==> config.mk <==
export PLATFORM = sky130hd
export DESIGN_NAME = alu_mc_flat
export DESIGN_NICKNAME = d
export VERILOG_FILES = /design/src/rtl/alu_pkg.sv /design/src/rtl/alu_mc_if.sv /design/src/rtl/alu_mul_iter.sv /design/src/rtl/alu_mc.sv /design/src/flat_wrapper.sv
export SDC_FILE = /design/constraint.sdc
export NUM_CORES = 1
export LEC_CHECK = 0
export BUFFER_PORTS_ARGS = -buffer_cell sky130_fd_sc_hd__buf_4
export CAP_MARGIN = 20
export CORE_MARGIN = 4
export CORE_UTILIZATION = 45
export DETAILED_ROUTE_END_ITERATION = 10
export HOLD_SLACK_MARGIN = 0.06
export PLACE_DENSITY_LB_ADDON = 0.25
export RECOVER_POWER = 25
export SYNTH_ARGS = -nofsm -noshare
export SYNTH_HDL_FRONTEND = slang
export SYNTH_SLANG_ARGS = --single-unit
export TNS_END_PERCENT = 30
==> constraint.sdc <==
create_clock -name clk -period 7.4 [get_ports clk]
set_clock_uncertainty 0.1 [all_clocks]
set_input_delay 1.48 -clock clk [delete_from_list [all_inputs] [get_ports clk]]
set_output_delay 1.48 -clock clk [all_outputs]
set_load 0.05 [all_outputs]
==> src/rtl/alu_pkg.sv <==
// Shared definitions for the multi-cycle ALU: opcode encodings, FSM states
// and saturation bound helpers.
package alu_pkg;

    localparam logic [2:0] OP_ADD  = 3'b001;
    localparam logic [2:0] OP_ADDI = 3'b010;
    localparam logic [2:0] OP_SUB  = 3'b011;
    localparam logic [2:0] OP_SUBI = 3'b100;
    localparam logic [2:0] OP_MUL  = 3'b101;

    typedef enum logic [1:0] {
        ST_IDLE = 2'd0,
        ST_MUL  = 2'd1,
        ST_DONE = 2'd2
    } state_t;

    // Bounds returned 64 bits wide; callers keep the low w bits.
    function automatic logic [63:0] sat_max(input int unsigned w);
        return (64'd1 << (w - 1)) - 64'd1;
    endfunction

    function automatic logic [63:0] sat_min(input int unsigned w);
        return 64'd1 << (w - 1);
    endfunction

endpackage

==> src/rtl/alu_mc_if.sv <==
// Operand/result handshake bundle between decode, the ALU and writeback.
interface alu_mc_if #(parameter int WIDTH = 16);

    logic             in_valid;
    logic             in_ready;
    logic [2:0]       opcode;
    logic [WIDTH-1:0] a;
    logic [WIDTH-1:0] b;
    logic [WIDTH-1:0] imm;
    logic             out_valid;
    logic             out_ready;
    logic [WIDTH-1:0] result;
    logic             ovf;
    logic             zero;
    logic             neg;
    logic             illegal;
    logic             busy;

    modport master (
        output in_valid, opcode, a, b, imm, out_ready,
        input  in_ready, out_valid, result, ovf, zero, neg, illegal, busy
    );

    modport slave (
        input  in_valid, opcode, a, b, imm, out_ready,
        output in_ready, out_valid, result, ovf, zero, neg, illegal, busy
    );

endinterface

==> src/rtl/alu_mul_iter.sv <==
// Iterative shift-add multiplier for unsigned magnitudes, one multiplier bit
// per clock. The first bit is folded into the start cycle and the last bit is
// presented combinationally with done, so the product is ready WIDTH-1 clocks
// after start.
module alu_mul_iter #(
    parameter int WIDTH = 16
) (
    input  logic                 clk,
    input  logic                 rst,
    input  logic                 start,
    input  logic [WIDTH-1:0]     mcand,
    input  logic [WIDTH-1:0]     mplier,
    output logic                 busy,
    output logic                 done,
    output logic [2*WIDTH-1:0]   product
);

    localparam int CW = $clog2(WIDTH);

    logic [2*WIDTH-1:0] acc_q, acc_d, mcand_q, mcand_d;
    logic [2*WIDTH-1:0] src_acc, src_mcand;
    logic [WIDTH-1:0]   mplier_q, mplier_d, src_mplier;
    logic [CW-1:0]      count_q, count_d;
    logic               busy_q, busy_d;

    always_comb begin
        src_acc    = start ? '0 : acc_q;
        src_mcand  = start ? {{WIDTH{1'b0}}, mcand} : mcand_q;
        src_mplier = start ? mplier : mplier_q;
        product    = src_acc + (src_mplier[0] ? src_mcand : '0);
        done       = busy_q && (count_q == CW'(WIDTH - 1));

        acc_d    = acc_q;
        mcand_d  = mcand_q;
        mplier_d = mplier_q;
        count_d  = count_q;
        busy_d   = busy_q;
        if (start || busy_q) begin
            acc_d    = product;
            mcand_d  = src_mcand << 1;
            mplier_d = src_mplier >> 1;
            count_d  = start ? CW'(1) : count_q + CW'(1);
            busy_d   = start || !done;
        end
    end

    always_ff @(posedge clk or negedge rst) begin
        if (!rst) begin
            acc_q    <= '0;
            mcand_q  <= '0;
            mplier_q <= '0;
            count_q  <= '0;
            busy_q   <= 1'b0;
        end else begin
            acc_q    <= acc_d;
            mcand_q  <= mcand_d;
            mplier_q <= mplier_d;
            count_q  <= count_d;
            busy_q   <= busy_d;
        end
    end

    assign busy = busy_q;

endmodule

==> src/rtl/alu_mc.sv <==
// Multi-cycle ALU between register read and writeback: single-cycle add/sub,
// iterative multiply, overflow/zero/negative flags and optional saturation.
module alu_mc
    import alu_pkg::*;
#(
    parameter int WIDTH    = 16,
    parameter bit SATURATE = 1'b0
) (
    input logic        clk,
    input logic        rst,
    alu_mc_if.slave    bus
);

    localparam logic [63:0]      SAT_MAX_W = sat_max(WIDTH);
    localparam logic [63:0]      SAT_MIN_W = sat_min(WIDTH);
    localparam logic [WIDTH-1:0] SAT_MAX   = SAT_MAX_W[WIDTH-1:0];
    localparam logic [WIDTH-1:0] SAT_MIN   = SAT_MIN_W[WIDTH-1:0];

    state_t             state_q, state_d;
    logic [WIDTH-1:0]   result_q, result_d;
    logic               ovf_q, ovf_d, zero_q, zero_d, neg_q, neg_d;
    logic               illegal_q, illegal_d, sign_q, sign_d;

    logic               in_ready_c, accept, legal, is_sub;
    logic               as_ovf, mul_ovf, raw_ovf, true_neg;
    logic [WIDTH-1:0]   op2, addsub, abs_a, abs_imm, raw, final_res;
    logic               mul_start, mul_busy, mul_done;
    logic [2*WIDTH-1:0] mul_product, mul_signed;

    alu_mul_iter #(.WIDTH(WIDTH)) u_mul (
        .clk     (clk),
        .rst     (rst),
        .start   (mul_start),
        .mcand   (abs_a),
        .mplier  (abs_imm),
        .busy    (mul_busy),
        .done    (mul_done),
        .product (mul_product)
    );

    assign in_ready_c = rst && ((state_q == ST_IDLE) || ((state_q == ST_DONE) && bus.out_ready));
    assign accept     = bus.in_valid && in_ready_c;

    // Datapath: the multiply result is only selected while finishing a MUL,
    // otherwise the add/sub path works on the live operands being accepted.
    always_comb begin
        legal   = (bus.opcode >= OP_ADD) && (bus.opcode <= OP_MUL);
        is_sub  = (bus.opcode == OP_SUB) || (bus.opcode == OP_SUBI);
        op2     = ((bus.opcode == OP_ADD) || (bus.opcode == OP_SUB)) ? bus.b : bus.imm;
        addsub  = is_sub ? (bus.a - op2) : (bus.a + op2);
        as_ovf  = (addsub[WIDTH-1] != bus.a[WIDTH-1]) &&
                  (is_sub ? (bus.a[WIDTH-1] != op2[WIDTH-1]) : (bus.a[WIDTH-1] == op2[WIDTH-1]));
        abs_a   = bus.a[WIDTH-1] ? -bus.a : bus.a;
        abs_imm = bus.imm[WIDTH-1] ? -bus.imm : bus.imm;

        mul_signed = sign_q ? -mul_product : mul_product;
        mul_ovf    = !((&mul_signed[2*WIDTH-1:WIDTH-1]) || !(|mul_signed[2*WIDTH-1:WIDTH-1]));

        if (state_q == ST_MUL) begin
            raw      = mul_signed[WIDTH-1:0];
            raw_ovf  = mul_ovf;
            true_neg = sign_q;
        end else begin
            raw      = addsub;
            raw_ovf  = as_ovf;
            true_neg = bus.a[WIDTH-1];
        end
        final_res = (SATURATE && raw_ovf) ? (true_neg ? SAT_MIN : SAT_MAX) : raw;
    end

    always_comb begin
        state_d   = state_q;
        result_d  = result_q;
        ovf_d     = ovf_q;
        zero_d    = zero_q;
        neg_d     = neg_q;
        illegal_d = illegal_q;
        sign_d    = sign_q;
        mul_start = 1'b0;

        case (state_q)
            ST_MUL: begin
                if (mul_done) begin
                    result_d  = final_res;
                    ovf_d     = raw_ovf;
                    zero_d    = (final_res == '0);
                    neg_d     = final_res[WIDTH-1];
                    illegal_d = 1'b0;
                    state_d   = ST_DONE;
                end
            end
            ST_DONE: begin
                if (bus.out_ready) begin
                    state_d = ST_IDLE;
                end
            end
            default: ;
        endcase

        // Accept can fire from IDLE or from DONE in the handshake cycle.
        if (accept) begin
            if (bus.opcode == OP_MUL) begin
                mul_start = 1'b1;
                sign_d    = bus.a[WIDTH-1] ^ bus.imm[WIDTH-1];
                state_d   = ST_MUL;
            end else if (legal) begin
                result_d  = final_res;
                ovf_d     = raw_ovf;
                zero_d    = (final_res == '0);
                neg_d     = final_res[WIDTH-1];
                illegal_d = 1'b0;
                state_d   = ST_DONE;
            end else begin
                result_d  = '0;
                ovf_d     = 1'b0;
                zero_d    = 1'b1;
                neg_d     = 1'b0;
                illegal_d = 1'b1;
                state_d   = ST_DONE;
            end
        end
    end

    always_ff @(posedge clk or negedge rst) begin
        if (!rst) begin
            state_q   <= ST_IDLE;
            result_q  <= '0;
            ovf_q     <= 1'b0;
            zero_q    <= 1'b0;
            neg_q     <= 1'b0;
            illegal_q <= 1'b0;
            sign_q    <= 1'b0;
        end else begin
            state_q   <= state_d;
            result_q  <= result_d;
            ovf_q     <= ovf_d;
            zero_q    <= zero_d;
            neg_q     <= neg_d;
            illegal_q <= illegal_d;
            sign_q    <= sign_d;
        end
    end

    assign bus.in_ready  = in_ready_c;
    assign bus.out_valid = (state_q == ST_DONE);
    assign bus.busy      = (state_q != ST_IDLE) || mul_busy;
    assign bus.result    = result_q;
    assign bus.ovf       = ovf_q;
    assign bus.zero      = zero_q;
    assign bus.neg       = neg_q;
    assign bus.illegal   = illegal_q;

endmodule

==> src/flat_wrapper.sv <==
// flat-port wrapper written by rule: the top's interface ports become plain ports
module alu_mc_flat import alu_pkg::*;
#(
    parameter int WIDTH    = 16,
    parameter bit SATURATE = 1'b0
)
  (clk, rst, bus_in_valid, bus_opcode, bus_a, bus_b, bus_imm, bus_out_ready, bus_in_ready, bus_out_valid, bus_result, bus_ovf, bus_zero, bus_neg, bus_illegal, bus_busy);
  alu_mc_if #(.WIDTH(WIDTH)) bus_i ();
  input logic clk;
  input logic rst;
  input wire logic [$bits(bus_i.in_valid)-1:0] bus_in_valid;
  input wire logic [$bits(bus_i.opcode)-1:0] bus_opcode;
  input wire logic [$bits(bus_i.a)-1:0] bus_a;
  input wire logic [$bits(bus_i.b)-1:0] bus_b;
  input wire logic [$bits(bus_i.imm)-1:0] bus_imm;
  input wire logic [$bits(bus_i.out_ready)-1:0] bus_out_ready;
  output wire logic [$bits(bus_i.in_ready)-1:0] bus_in_ready;
  output wire logic [$bits(bus_i.out_valid)-1:0] bus_out_valid;
  output wire logic [$bits(bus_i.result)-1:0] bus_result;
  output wire logic [$bits(bus_i.ovf)-1:0] bus_ovf;
  output wire logic [$bits(bus_i.zero)-1:0] bus_zero;
  output wire logic [$bits(bus_i.neg)-1:0] bus_neg;
  output wire logic [$bits(bus_i.illegal)-1:0] bus_illegal;
  output wire logic [$bits(bus_i.busy)-1:0] bus_busy;
  assign bus_i.in_valid = bus_in_valid;
  assign bus_i.opcode = bus_opcode;
  assign bus_i.a = bus_a;
  assign bus_i.b = bus_b;
  assign bus_i.imm = bus_imm;
  assign bus_i.out_ready = bus_out_ready;
  assign bus_in_ready = bus_i.in_ready;
  assign bus_out_valid = bus_i.out_valid;
  assign bus_result = bus_i.result;
  assign bus_ovf = bus_i.ovf;
  assign bus_zero = bus_i.zero;
  assign bus_neg = bus_i.neg;
  assign bus_illegal = bus_i.illegal;
  assign bus_busy = bus_i.busy;
  alu_mc #(.WIDTH(WIDTH), .SATURATE(SATURATE)) u_core (.clk(clk), .rst(rst), .bus(bus_i));
endmodule
==> run metrics, run 1 <==
Seq. cell area between 2000 and 3000 um2; Die Width about 160 um; Reg clk slew, reported paths roughly 0.08 ns; CTS root buf clkbuf_16; Initial DRC Count 664; Setup Crit Path Kind primary input to flop; multi-input logic area a little over 7000 um2; PnR worst setup slack about 0.47 ns; Yosys reg bits about 110; Tcrit/Tclk final 0.936; final setup fails 0; pre-CTS setup slack about 0.19 ns; critical path depth 21; # fillers approximately 2.1k; GRT Total Usage 0.242; Worst Hold Path EP u_core.u_mul.acc_q[30]$_DFFE_PN0P_; required time worst endpoint between 7 and 8 ns; clock tree from TritonCTS yes; Final Max Slew Viols 33; Worst Path Max Fanout 11; pin count of the biggest net entering global routing 76; clk_lat worst skew ~0.37 ns; Die Height approximately 160 um; TritonRoute pass-1 iters 5; worst hold slack roughly 0.36 ns; Slew @ Worst Pin between 2 and 2.5 ns; Fmax between 0.1 and 0.15 GHz; top-count cell post-synth nand2_1; total congestion overflow 0; post-synthesis net count about 1.4k; top-area cell type share of the netlist area 0.259; crit end category flop; final hold vios 0; Hold Crit Class flop to flop; initial core utilization 0.464; max_cap viols 1; Rel. slew slack -0.334; Post-synth EDFFs 0; Yosys cell types 91; failing checks max-capacitance violations, max-slew violations; Ys Warns 0; Design Area, Final 11500 um2; Synth area leader dfrtp_1; Avg Synthesized Cell Area about 7.8 um2; Min-Delay Path Depth 2; Reg2Reg Depth 22; critical path's slowest cell a2111oi_4; Die Area around 25000 um2; Synth area leaders dfrtp_1 (26%), ha_1 (6.6%), mux2i_1 (5.5%); HP Start u_core.u_mul.acc_q[30]$_DFFE_PN0P_; RSZ-0062 raised after global routing false; layout net count between 1k and 1.5k; Leakage a little over 5 nW; synthesized area roughly 10000 um2; # Post-CTS Setup Buffers 0; DR WL/cell between 15 and 20 um; Placeable Area roughly 22000 um2; layout cells sized above 1 0.114; H-Tree Depth 3; Final TNS setup 0 ns; DR vias/cell 5.98; TritonCTS Buffers 9; Seq/Total Area, Yosys 0.259; Vias between 9k and 10k; Ports between 70 and 80; overall power approximately 4.7 mW; crit-path cells clkbuf_4, a21oi_1, nor2b_4, nand2_1, nor3_2, clkbuf_1, nor2_1, nor3_1, ha_1, a211oi_2, o21a_1, o21ai_0, a211o_1, a2111oi_4, nand4_4, or3_4, mux2_4, or4_1, nor4_1, and3_1, o31ai_1; ys async rst share 1.00; critical path data arrival time a little over 7 ns; Placer Congestion around 0.93; Post-synth top cells nand2_1 (145), nor2_1 (131), dfrtp_1 (106); # hold bufs at CTS 0; Peak VDD IR approximately 0.24 mV; reg-to-reg endpoint u_core.bus.ovf$_DFF_PN0_; vias in the first global route approximately 9.5k; detailed-route DRC error count 0; CP delay by family, top simple AND/OR/NAND/NOR gates; post_cts resized 0; drt total wl 31300 um; worst path bufs/invs 2; FF-to-FF setup slack 0.91 ns; CP max stage delay 0.53 ns; Area growth, synth to finish 12.1%; Antenna diodes 0; Startpoint Class primary input; Clock Path Buffers 2; most used flip-flop cell after synthesis dfrtp_1; global-route wire length before repair approximately 50000 um; CTS Sinks 106; I/O Buffers 77; Placed Area about 11000 um2; fin crit period 6.93 ns; Antenna Nets Post-Route 0; origin of the critical flop-to-flop path u_core.state_q[0]$_DFFE_PN0P_; initial antenna violation count 0; row count 54; status complete, but fails checks; DP HPWL approximately 25000 um; Syn Inst Count around 1.3k; Pwr per Cell Area slightly above 400 nW/um2
-- placed cells by master, fill, tap and decap left out, types with 4 or more instances in the layout --
cell	instances
nand2_1	145
nor2_1	130
buf_4	105
dfrtp_1	105
o21ai_0	96
a21oi_1	90
mux2i_1	55
xnor2_1	54
ha_1	54
nor2b_1	47
nor3_1	46
xor2_1	36
and3_1	29
clkbuf_1	24
inv_1	20
a211oi_1	20
o31ai_1	18
nand2b_1	17
o21a_1	16
nand3_1	15
o211ai_1	14
o22ai_1	14
a21o_1	13
or3_1	12
nand4_1	11
nand3b_1	10
a31oi_1	10
nor4_1	9
o41ai_1	9
and2_1	9
clkbuf_16	9
o21ai_1	8
or2_2	7
o211a_1	5
a211o_1	5
o21bai_1	5
or4_1	5
nand4b_1	4
nor3b_1	4
-- flip-flops by register name, summed over array words and instances, names as in the netlist --
signal	count
u_core.u_mul.acc_q	32
u_core.u_mul.mcand_q	31
u_core.bus.result	16
u_core.u_mul.mplier_q	15
u_core.u_mul.count_q	4
u_core.state_q	2
u_core.bus.illegal	1
u_core.bus.neg	1
u_core.bus.ovf	1
u_core.bus.zero	1
u_core.sign_q	1
u_core.u_mul.busy	1
-- layout make-up --
class	count	area share
Clock inverter	6	0.00436
Inverter	22	0.00719
Tap cell	280	0.0305
Multi-Input combinational cell	1104	0.630
Clock buffer	10	0.0199
Sequential cell	106	0.231
Timing Repair Buffer	129	0.0768
-- cell families (layout without fill, tap and decap cells) --
group / Yosys count / after routing / synth area share
buffers and inverters: 98 / 167 / 0.0375
and+or+nand+nor: 518 / 518 / 0.250
adders and majority gates: 56 / 56 / 0.0699
AOI/OAI and AO/OA: 377 / 377 / 0.242
xor gates and xnor gates: 93 / 93 / 0.0817
muxes: 60 / 60 / 0.0595
DFF: 106 / 106 / 0.259
-- worst min-delay path: cells and delay by family, from the launching register on --
kind	cells	cell delay (ns)
flops	1	0.34
simple gates	2	0.10
-- power by group --
group	switching (mW)	total, mW	internal, mW	leakage, nW
Clock	0.246	0.479	0.233	0.135
Sequential	0.189	1.03	0.838	1.34
Combinational	1.96	3.19	1.23	3.56
-- worst max path at each step --
stage / to / startpoint
final: u_core.bus.ovf$_DFF_PN0_ / bus_out_ready
after global routing: u_core.bus.ovf$_DFF_PN0_ / bus_out_ready
after CTS: u_core.bus.ovf$_DFF_PN0_ / bus_out_ready
after detailed placement: u_core.bus.ovf$_DFF_PN0_ / bus_out_ready
after global placement: u_core.bus.ovf$_DFF_PN0_ / bus_out_ready
after floorplan: u_core.bus.ovf$_DFF_PN0_ / bus_out_ready
-- routing by layer --
metal,track usage,up-vias,wire (um)
met5,0,-,0
met4,0.0947,0,1160
met3,0.0378,65,1580
met2,0.395,312,14500
met1,0.323,4642,14100
li1,-,4895,-
-- per-stage QoR --
stage / cells / util
2_1_floorplan: 1308 / -
3_3_place_gp: 1641 / 0.511
3_5_place_dp: 1641 / 0.511
4_1_cts: 1657 / 0.524
5_1_grt: 1657 / 0.520
6_report: 1657 / 0.520
Note: power is estimated with default switching activity, not from simulation.
==> run 2, diff against run 1 <==
- MAX_ROUTING_LAYER: default -> met4
==> run metrics, run 2 (same netlist as run 1, synthesis figures left out) <==
status complete, but fails checks; failing checks max-capacitance violations, max-slew violations; Final TNS setup 0 ns (unchanged); global-route wire length before repair 50400 um (+0.22%); Util after Layout 0.526 (+0.00623); critical path's slowest cell nor4_1; sw frac 0.505 (-0.00479); most frequent cells in the layout nand2_1 (145), nor2_1 (130), buf_4 (125); Internal 2.36 mW (+2.7%); initial core utilization 0.464 (unchanged); pre-CTS setup slack 0.164 ns (-0.0231 ns); Placeable Area 22100 um2 (unchanged); Die Width 159 um (unchanged); Leakage 5.15 nW (+2.2%); detailed-route DRC error count 0 (unchanged); Fmax 0.145 GHz (+0.33%); Tcrit/Tclk final 0.933 (-0.00305); max_cap viols 1 (unchanged); DP HPWL 24300 um (-0.91%); Die Area 25200 um2 (unchanged); CTS Sinks 106 (unchanged); total congestion overflow 0 (unchanged); PnR worst setup slack 0.497 ns (+0.0226 ns); Slew @ Worst Pin 1.77 ns (-0.233 ns); Clk pwr share 0.107 (+0.005); Worst Path Max Fanout 20 (+9); fin crit period 6.90 ns (-0.0226 ns); Die Height 159 um (unchanged); clock tree from TritonCTS yes; Ports 78 (unchanged); crit end category flop; Pwr per Cell Area 411 nW/um2 (+0.50%); Design Area, Final 11600 um2 (+1.2%); layout cells sized above 1 0.130 (+0.0159); pin count of the biggest net entering global routing 79 (+3.9%); clk_lat worst skew 0.37 ns (about the same); switching power 2.41 mW (+0.75%); TritonRoute pass-1 iters 5 (unchanged); DR WL/cell 18.9 um (-0.22%); vias in the first global route 9338 (-1.7%); Initial DRC Count 676 (+1.8%); dpl cells 1640 (-0.061%); register with the most flip-flops u_core.u_mul.acc_q; Placer Congestion 0.924 (-0.78%); Logic pwr share 0.678 (about the same); initial antenna violation count 0 (unchanged); crit-path cells buf_4, a21oi_1, nor2b_4, nand2_1, nor3_2, buf_4, buf_4, nor2_1, a211oi_1, ha_1, and3_1, a221oi_1, nor2b_1, nor4_1, nor2_1, xnor2_1, or3b_1, o41ai_1, xor2_1, nand4_1, nor4_1, o31ai_1; most frequent CP cell buf_4; I/O Buffers 77 (unchanged); DR vias/cell 6.00 (+0.35%); fin cells 1658 (+0.060%); Peak VDD IR 0.234 mV (-3.0%); Clock Path Buffers 2 (unchanged); row count 54 (unchanged); drt total wl 31300 um (-0.16%); Vias 9955 (+0.41%); Rel. slew slack -0.179 (+0.155); final setup fails 0 (unchanged); required time worst endpoint 7.53 ns (about the same); CTS root buf clkbuf_16; Seq pwr share 0.216 (-0.003); Hold Crit Class flop to flop; RSZ-0062 raised after global routing false; Placed Area 11300 um2 (about the same); H-Tree Depth 3 (unchanged); Antenna Nets Post-Route 0 (unchanged); Final Max Slew Viols 30 (-9.1%); GRT Total Usage 0.249 (+0.00700); worst hold slack 0.364 ns (-0.000256 ns); overall power 4.78 mW (+1.7%); commonest non-fill, non-tap cell in the layout nand2_1; Antenna diodes 0 (unchanged); Setup Crit Path Kind primary input to flop; Reg clk slew, reported paths 0.08 ns (about the same); critical path data arrival time 7.04 ns (-0.02 ns); final hold vios 0 (unchanged); Area growth, synth to finish 13.4%; Startpoint Class primary input; # hold bufs at CTS 0 (unchanged); TritonCTS Buffers 9 (unchanged); # Post-CTS Setup Buffers 0 (unchanged); post_cts resized 0 (unchanged); layout net count 1484 (+0.067%); CP max stage delay 0.67 ns (+0.14 ns); max FFs per register 32 (unchanged)
[run 2: cell count changes in the layout (fill, tap and decap cells not counted), sizes merged]
| cell | delta |
|---|---|
| clkinv | -2 |
| clkinvlp | -1 |
| inv | +3 |
| clkbuf | -21 |
| buf | +22 |
[run 2: worst paths after layout]
| kind | start | endpoint | slack [ns] | depth (start not counted) |
|---|---|---|---|---|
| worst max-delay path | bus_out_ready | u_core.bus.ovf$_DFF_PN0_ | 0.50 | 22 |
| worst min-delay path | u_core.u_mul.acc_q[14]$_DFFE_PN0P_ | u_core.u_mul.acc_q[14]$_DFFE_PN0P_ | 0.36 | 2 |
| worst max register to register | u_core.state_q[0]$_DFFE_PN0P_ | u_core.bus.ovf$_DFF_PN0_ | 0.89 | 23 |
| worst min register to register | u_core.u_mul.acc_q[14]$_DFFE_PN0P_ | u_core.u_mul.acc_q[14]$_DFFE_PN0P_ | 0.36 | 2 |
| max in group asynchronous | rst | u_core.u_mul.busy$_DFFE_PN0P_ | 3.95 | 4 |
| min in group asynchronous | rst | u_core.bus.illegal$_DFF_PN0_ | 1.63 | 2 |
[run 2: power by group through the flow]
stage	clock [mW]	combinational (mW)	sequential, mW
3_3_place_gp	0	3.16	1.03
3_5_place_dp	0	3.18	1.03
5_1_grt	0.543	3.55	1.07
4_1_cts	0.525	3.20	1.03
2_1_floorplan	0	2.16	1.13
6_report	0.510	3.24	1.03
[run 2: cell type report]
class | instances | area (um2)
clock inverter | 6 | 62.6
tap | 280 | 350
fill | 2136 | 10500
inverter | 22 | 82.6
multi-input combinational | 1104 | 7230
clock buffer | 10 | 239
sequential | 106 | 2650
timing repair buffer | 130 | 997
[run 2: routing by layer]
layer / global-route usage / up-vias / share of wire
li1: - / 4891 / -
met1: 0.339 / 4694 / 0.46
met2: 0.381 / 311 / 0.45
met3: 0.0303 / 59 / 0.050
met4: 0.0963 / 0 / 0.040
met5: - / - / 0
[run 2: worst max-delay path, delay by kind of cell]
| kind | cells | cell delay, ns |
|---|---|---|
| buffers and inverters | 3 | 0.63 |
| XOR/XNOR | 2 | 0.46 |
| AND/OR/NAND/NOR | 11 | 2.81 |
| adder cells (fa/ha/maj) | 1 | 0.39 |
| AO/OA/AOI/OAI | 5 | 1.26 |
